## src/rtl/if_id_queue.sv

```systemverilog
// if_id_queue: DEPTH-entry fetch-to-decode instruction queue with flush and zero bubble when empty
module if_id_queue #(
  parameter int ADDR_W = 32,
  parameter int INST_W = 32,
  parameter int DEPTH  = 4,
  parameter int CNT_W  = $clog2(DEPTH) + 1
) (
  input  logic              clk,
  input  logic              rst,
  input  logic              flush,
  input  logic              if_valid,
  input  logic [ADDR_W-1:0] if_pc,
  input  logic [INST_W-1:0] if_inst,
  output logic              if_ready,
  input  logic              id_ready,
  output logic              id_valid,
  output logic [ADDR_W-1:0] id_pc,
  output logic [INST_W-1:0] id_inst,
  output logic [CNT_W-1:0]  count
);
  localparam int PW = $clog2(DEPTH);
  logic [ADDR_W-1:0] pc_mem [DEPTH];
  logic [INST_W-1:0] inst_mem [DEPTH];
  logic [PW-1:0] rd_ptr, wr_ptr;
  logic [CNT_W-1:0] cnt;
  logic push, pop;
  always_comb begin
    if_ready = rst && (cnt != CNT_W'(DEPTH));
    id_valid = cnt != '0;
    id_pc    = id_valid ? pc_mem[rd_ptr] : '0;
    id_inst  = id_valid ? inst_mem[rd_ptr] : '0;
    count    = cnt;
    push     = if_valid && if_ready && !flush;
    pop      = id_valid && id_ready && !flush;
  end
  // pointers wrap naturally because DEPTH is a power of two
  always_ff @(posedge clk) begin
    if (!rst || flush) begin
      rd_ptr <= '0;
      wr_ptr <= '0;
      cnt    <= '0;
    end else begin
      if (push) wr_ptr <= wr_ptr + 1'b1;
      if (pop) rd_ptr <= rd_ptr + 1'b1;
      cnt <= cnt + CNT_W'(push) - CNT_W'(pop);
    end
  end
  always_ff @(posedge clk) begin
    if (push) begin
      pc_mem[wr_ptr]   <= if_pc;
      inst_mem[wr_ptr] <= if_inst;
    end
  end
  always_ff @(posedge clk) if (rst) assert (cnt <= CNT_W'(DEPTH));
endmodule

```

## config.mk

```make
export PLATFORM = sky130hd
export DESIGN_NAME = if_id_queue
export DESIGN_NICKNAME = d
export VERILOG_FILES = /design/src/rtl/if_id_queue.sv
export SDC_FILE = /design/constraint.sdc
export NUM_CORES = 1
export LEC_CHECK = 0
export ABC_AREA = 1
export CAP_MARGIN = 20
export CORE_MARGIN = 2
export CORE_UTILIZATION = 41
export DETAILED_ROUTE_END_ITERATION = 8
export GPL_ROUTABILITY_DRIVEN = 0
export GPL_TIMING_DRIVEN = 0
export PLACE_DENSITY = 0.64
export SKIP_CTS_REPAIR_TIMING = 1
export SLEW_MARGIN = 20
export SYNTH_ARGS = -nofsm -noshare
export SYNTH_HDL_FRONTEND = slang
export SYNTH_SLANG_ARGS = --single-unit
```

## constraint.sdc

```tcl
create_clock -name clk -period 4.8 [get_ports clk]
set_input_delay 0.96 -clock clk [delete_from_list [all_inputs] [get_ports clk]]
set_output_delay 0.96 -clock clk [all_outputs]
set_load 0.05 [all_outputs]
```

# Word-level counts from Yosys, hierarchy flattened
# Memories as Yosys holds them, arrays and structs flattened. A register that Yosys moved wholly into a read port is not among the register bits.
# Index checks and enable logic that the tools add are counted.
# op_classes
add_sub_neg,4
reduce_logical,9
mux,8
n_eq_ne,1
# op_table
op,count
$mux 32,2
$mux 2,4
$logic_and 1x1->1,5
$add 2x1->2 const B,2
$add 3x1->3,1
$ne 3x3->1 const B,1
$reduce_bool 3->1,1
$sub 3x1->3,1
$logic_not 1->1,2
$mux 1,2
$logic_or 1x1->1,1
# totals
register_bits,7
out_inout_bits,69
mem_bits_rw,256
mem_count,2
inputBits,69
elab_cells,27
# mem_list
memory,words,width,rd,rd_ports_with_merged_regs,wr,line,text
inst_mem,4,32,1,1,1,23,logic [INST_W-1:0] inst_mem [DEPTH];
pc_mem,4,32,1,1,1,22,logic [ADDR_W-1:0] pc_mem [DEPTH];

# Longest topological paths before layout
# logic_depth
ltp_word,6
ltp_mapped,13
depth_no_buf,13

# Worst setup path after synthesis
# OpenSTA, ideal clock, no wires.
# synth_timing
path_kind,input to register
start,in flush
end,"mem inst_mem[0][0], enable pin"
path_buffers,0
required_ns,4.314
path_slack_ns,0.322
arrival_time_ns,3.992
path_stages,5
setup_time_ns,0.486
path_cell_list,inv_1 nand2_1 nor2_1 nand2_1 nor2_1
# synth_via
elab_chain_len,4
# synth_rtl
element,line,text
start: declaration,10,"input logic flush,"
$logic_not 1->1,33,push = if_valid && if_ready && !flush;
$logic_and 1x1->1,33,
$mux 1,49,if (push) begin
$mux 1 (implied by the code),51,inst_mem[wr_ptr] <= if_inst;
end: declaration,23,
# No other way between the ends.

==> impl.org <==
** Drt
- The count of nets left with antenna violations once routing finished came out at 0.
- Dividing the detail-routed via count by the number of cells gives 4.892.
- DRT Wirelength :: 24,030 um
- After the first detailed-routing iteration, the DRC count stood at 391.
- Number of vias after detailed routing :: 6,634
- Routed WL per cell :: 17.72 um
- For this run, design rule violations remaining after detail routing come to 0.
- Initial DRT Pass Iterations :: 4

** Power and ir drop
- Share of total power in sequential cells :: 50.6%
- The share of total power dissipated in the clock network is 44.6%.
- Combinational logic burns 4.7% of the power.
- Psw :: 1.004 mW
- In this run the static leakage power is 4.575 nW.
- Total power divided by cell area :: 376.3 nW/um^2
- Across the VDD grid, the largest voltage drop is 0.2147 mV.
- Cell-internal power :: 4.063 mW
- Net switching is 19.81% of the power.

** STA
- The hold violation count in the final report was 0.
- Post-route worst setup slack :: 0.9456 ns
- Unrepaired setup endpoints after global routing :: no
- The smallest clock period supported by the final layout is computed as 3.854 ns.
- At the pin with the least slew margin, the transition time is 0.7453 ns.
- Slew headroom :: 50.20%
- Share of the cycle needed by the critical path after routing :: 80.30%
- Setup violations remaining at the end of the flow were counted as 0.
- Worst hold slack after final layout :: 0.5006 ns
- Between clock sinks in the finished design, the worst skew comes to 0.01363 ns.
- Final-report max-slew violation count :: 0
- FMAX :: 259.4 MHz
- Setup total negative slack on the finished layout was measured at 0 ns.

** Worst hold path
- WHS Path Cells :: 2
- Path class of the lowest-slack min-delay path :: register to register
- The startpoint identified for the worst hold timing path is wr_ptr[1]$_SDFFE_PP0P_.
- Endpoint, Worst Hold :: wr_ptr[1]$_SDFFE_PP0P_

** Final layout
- The number of antenna diodes in the final layout is 0.
- Once layout is done, the placed cells without fillers occupy 13,470 um^2.
- For this run, the post-layout net count is 1,080.
- Final core utilization :: 53.78%
- From synthesis to final layout, the design area changed by 29.24%.
- The layout has 2,126 filler cells.
- Cells with a size suffix above 1 make up 8.674% of the layout.

** Floorplanning
- During I/O placement, the number of pins put on the boundary was 138.
- In this run the horizontal extent of the chip is 163.4 um.
- Floorplan die area :: 26,700 um^2
- The initial utilization of the core area, before any placement, comes to 41.61%.
- In this run the vertical extent of the chip is 163.4 um.
- Core region area :: 25,040 um^2
- Row count :: 58

** Logic synthesis
- Cell area after synthesis :: 10,420 um^2
- Post-synthesis sequential area ratio :: 75.51%
- The average instance in the mapped netlist occupies 12.61 um^2.
- Yosys synthesis warning count :: 0
- After technology mapping, the gate count stands at 826.
- The synthesized design contains 265 register bits.
- Counting every net in the synthesized netlist gives 902.
- Library cells used by synthesis :: 19

** Clock network
- In this run the deepest clock path goes through 3 buffers.
- Reg clk slew, reported paths :: 0.06 ns
- CTS tree :: yes
- Count of clock tree sinks :: 265
- In this run the number of H-tree levels came out at 1.
- Root buffer cell :: clkbuf_16
- Clock tree synthesis inserted a total of 28 buffers.
- At the later pin of the worst-skew pair, clock insertion delay measures 0.53 ns.

** Run status
- The flow ran to the end, and the final reports show no timing, DRC or antenna violations.

** Critical path
- Setup slack on the worst reg-to-reg path comes out at 2.32 ns.
- The critical path is of the register to primary output type.
- The worst register-to-register path begins at count[1]$_SDFF_PP0_.
- At the worst endpoint, the required time is 3.84 ns.
- Largest delay contributor family on the critical path :: buffers and inverters
- Maximum single-stage delay on the critical path :: 0.86 ns
- Among all stages on the critical path, the largest delay is contributed by clkdlybuf4s50_1.
- Worst reg2reg path depth :: 12
- Element type at the critical path end :: primary output
- In this run the worst path has a maximum fanout of 10.
- CP Cell Sequence :: inv_2 -> buf_4 -> clkbuf_1 -> o21ai_0 -> a21oi_1 -> clkdlybuf4s50_1
- Combined buffer and inverter count along the critical path :: 4
- Type of origin of the critical path :: register
- For the worst setup path, the data arrival time is 2.89 ns.
- Endpoint of the lowest-slack register-to-register path :: count[2]$_SDFF_PP0_

** GRT
- GRT Resource Usage Total :: 17.96%
- The number of global-route vias before repair is 6,722.
- The number of antenna violations at the first check in global routing came to 0.
- First-pass GRT wire length :: 36,710 um
- For this run the aggregate overflow at the end of global routing stands at 0.
- Entering global routing, the biggest net connects 24 pins.

** Placement
- Placed cell area :: 12,480 um^2
- Summed over all nets, the half-perimeter wirelength after detailed placement is 14,980 um.
- Timing analysis after detailed placement gives a worst setup slack of 1.354 ns.
- I/O Buffers :: 137

** Job
- Across the run, the number of max-cap violations was 0.
==> area by class of cell <==
type                       instances  area [um^2]  share of cell area (%)
multi-input combinational        494         2211                   16.42
clock inverter                    13        198.9                   1.477
buffer                            47        295.3                   2.193
inverter                          20        75.07                  0.5575
timing repair buffer             148         1622                   12.04
sequential                       265         7868                   58.43
tap                              330        412.9                   3.066
clock buffer                      39        783.3                   5.817
==> worst max path at each step <==
stage / start / to / cells past startpoint
6_report: register / id_pc[31] / 6
5_1_grt: register / id_pc[2] / 6
4_1_cts: register / id_pc[31] / 6
3_5_place_dp: flush / count[2]$_SDFF_PP0_ / 14
3_3_place_gp: rst / inst_mem[1][4]$_DFFE_PP_ / 5
2_1_floorplan: flush / inst_mem[0][0]$_DFFE_PP_ / 5
==> stage by stage <==
step	power, mW	instances
floorplan	2.719	826
global placement	2.847	1293
detailed placement	2.856	1304
CTS	5.110	1356
global route	5.213	1356
finish	5.067	1356
==> cells in the final DEF, fill, tap and decap left out, drive strengths merged, types with 4 or more instances in the layout <==
| cell type | instances |
|---|---|
| buf | 44 |
| clkbuf | 53 |
| o21ai | 128 |
| edfxtp | 256 |
| bufinv | 5 |
| nand2 | 15 |
| clkdlybuf4s50 | 137 |
| ha | 6 |
| a21oi | 67 |
| dfxtp | 9 |
| inv | 20 |
| clkinv | 6 |
| nor2 | 271 |
| nand3 | 4 |
==> synthesized netlist by cell type (all sizes together) <==
cell / instances / share of area (%)
dfxtp: 9 / 1.7
clkbuf: 14 / 0.50
fa: 1 / 0.19
o21ai: 128 / 6.1
nand3: 4 / 0.19
xor2: 1 / 0.084
nand2: 15 / 0.54
nor2: 271 / 9.8
edfxtp: 256 / 74
a21boi: 1 / 0.072
a21oi: 67 / 3.2
inv: 20 / 0.72
buf: 33 / 2.3
ha: 6 / 0.72
==> worst register-to-register path: cells and delay by family (launching register included) <==
family | cells | cell delay [ns]
AND/OR/NAND/NOR | 6 | 0.87
adder cells (fa/ha/maj) | 3 | 0.83
flip-flops | 1 | 0.35
XOR/XNOR | 1 | 0.21
buffers and inverters | 2 | 0.11
==> state kept, by name, indices dropped and copies added, names as in the netlist, named ones only <==
name      flops
pc_mem      128
inst_mem    128
rd_ptr        2
count         3
wr_ptr        2
==> kinds of logic after synthesis <==
family                     Yosys count  share of synthesized area [%]
buffers and inverters               67                          3.555
AOI/OAI and AO/OA                  196                          9.439
and+or+nand+nor                    290                          10.50
DFF                                265                          75.51
adders and majority gates            7                         0.9127
xor gates and xnor gates             1                        0.08408
==> power groups by stage <==
stage	clock [mW]	sequential (mW)	combinational, mW
2_1_floorplan	0	2.62	0.101
4_1_cts	2.30	2.57	0.243
5_1_grt	2.39	2.57	0.258
3_5_place_dp	0	2.61	0.241
3_3_place_gp	0	2.62	0.229
6_report	2.26	2.57	0.240
==> per-layer routing <==
metal  vias up  global-route usage, %  share of wire [%]
met5         -                      0                  0
met4         0                  4.505                1.5
met3        26                  2.996                4.6
met2       144                  31.55                 50
met1      3197                  23.24                 44
li1       3267                      -                  -
No activity file was read; power rests on OpenSTA's default activity.
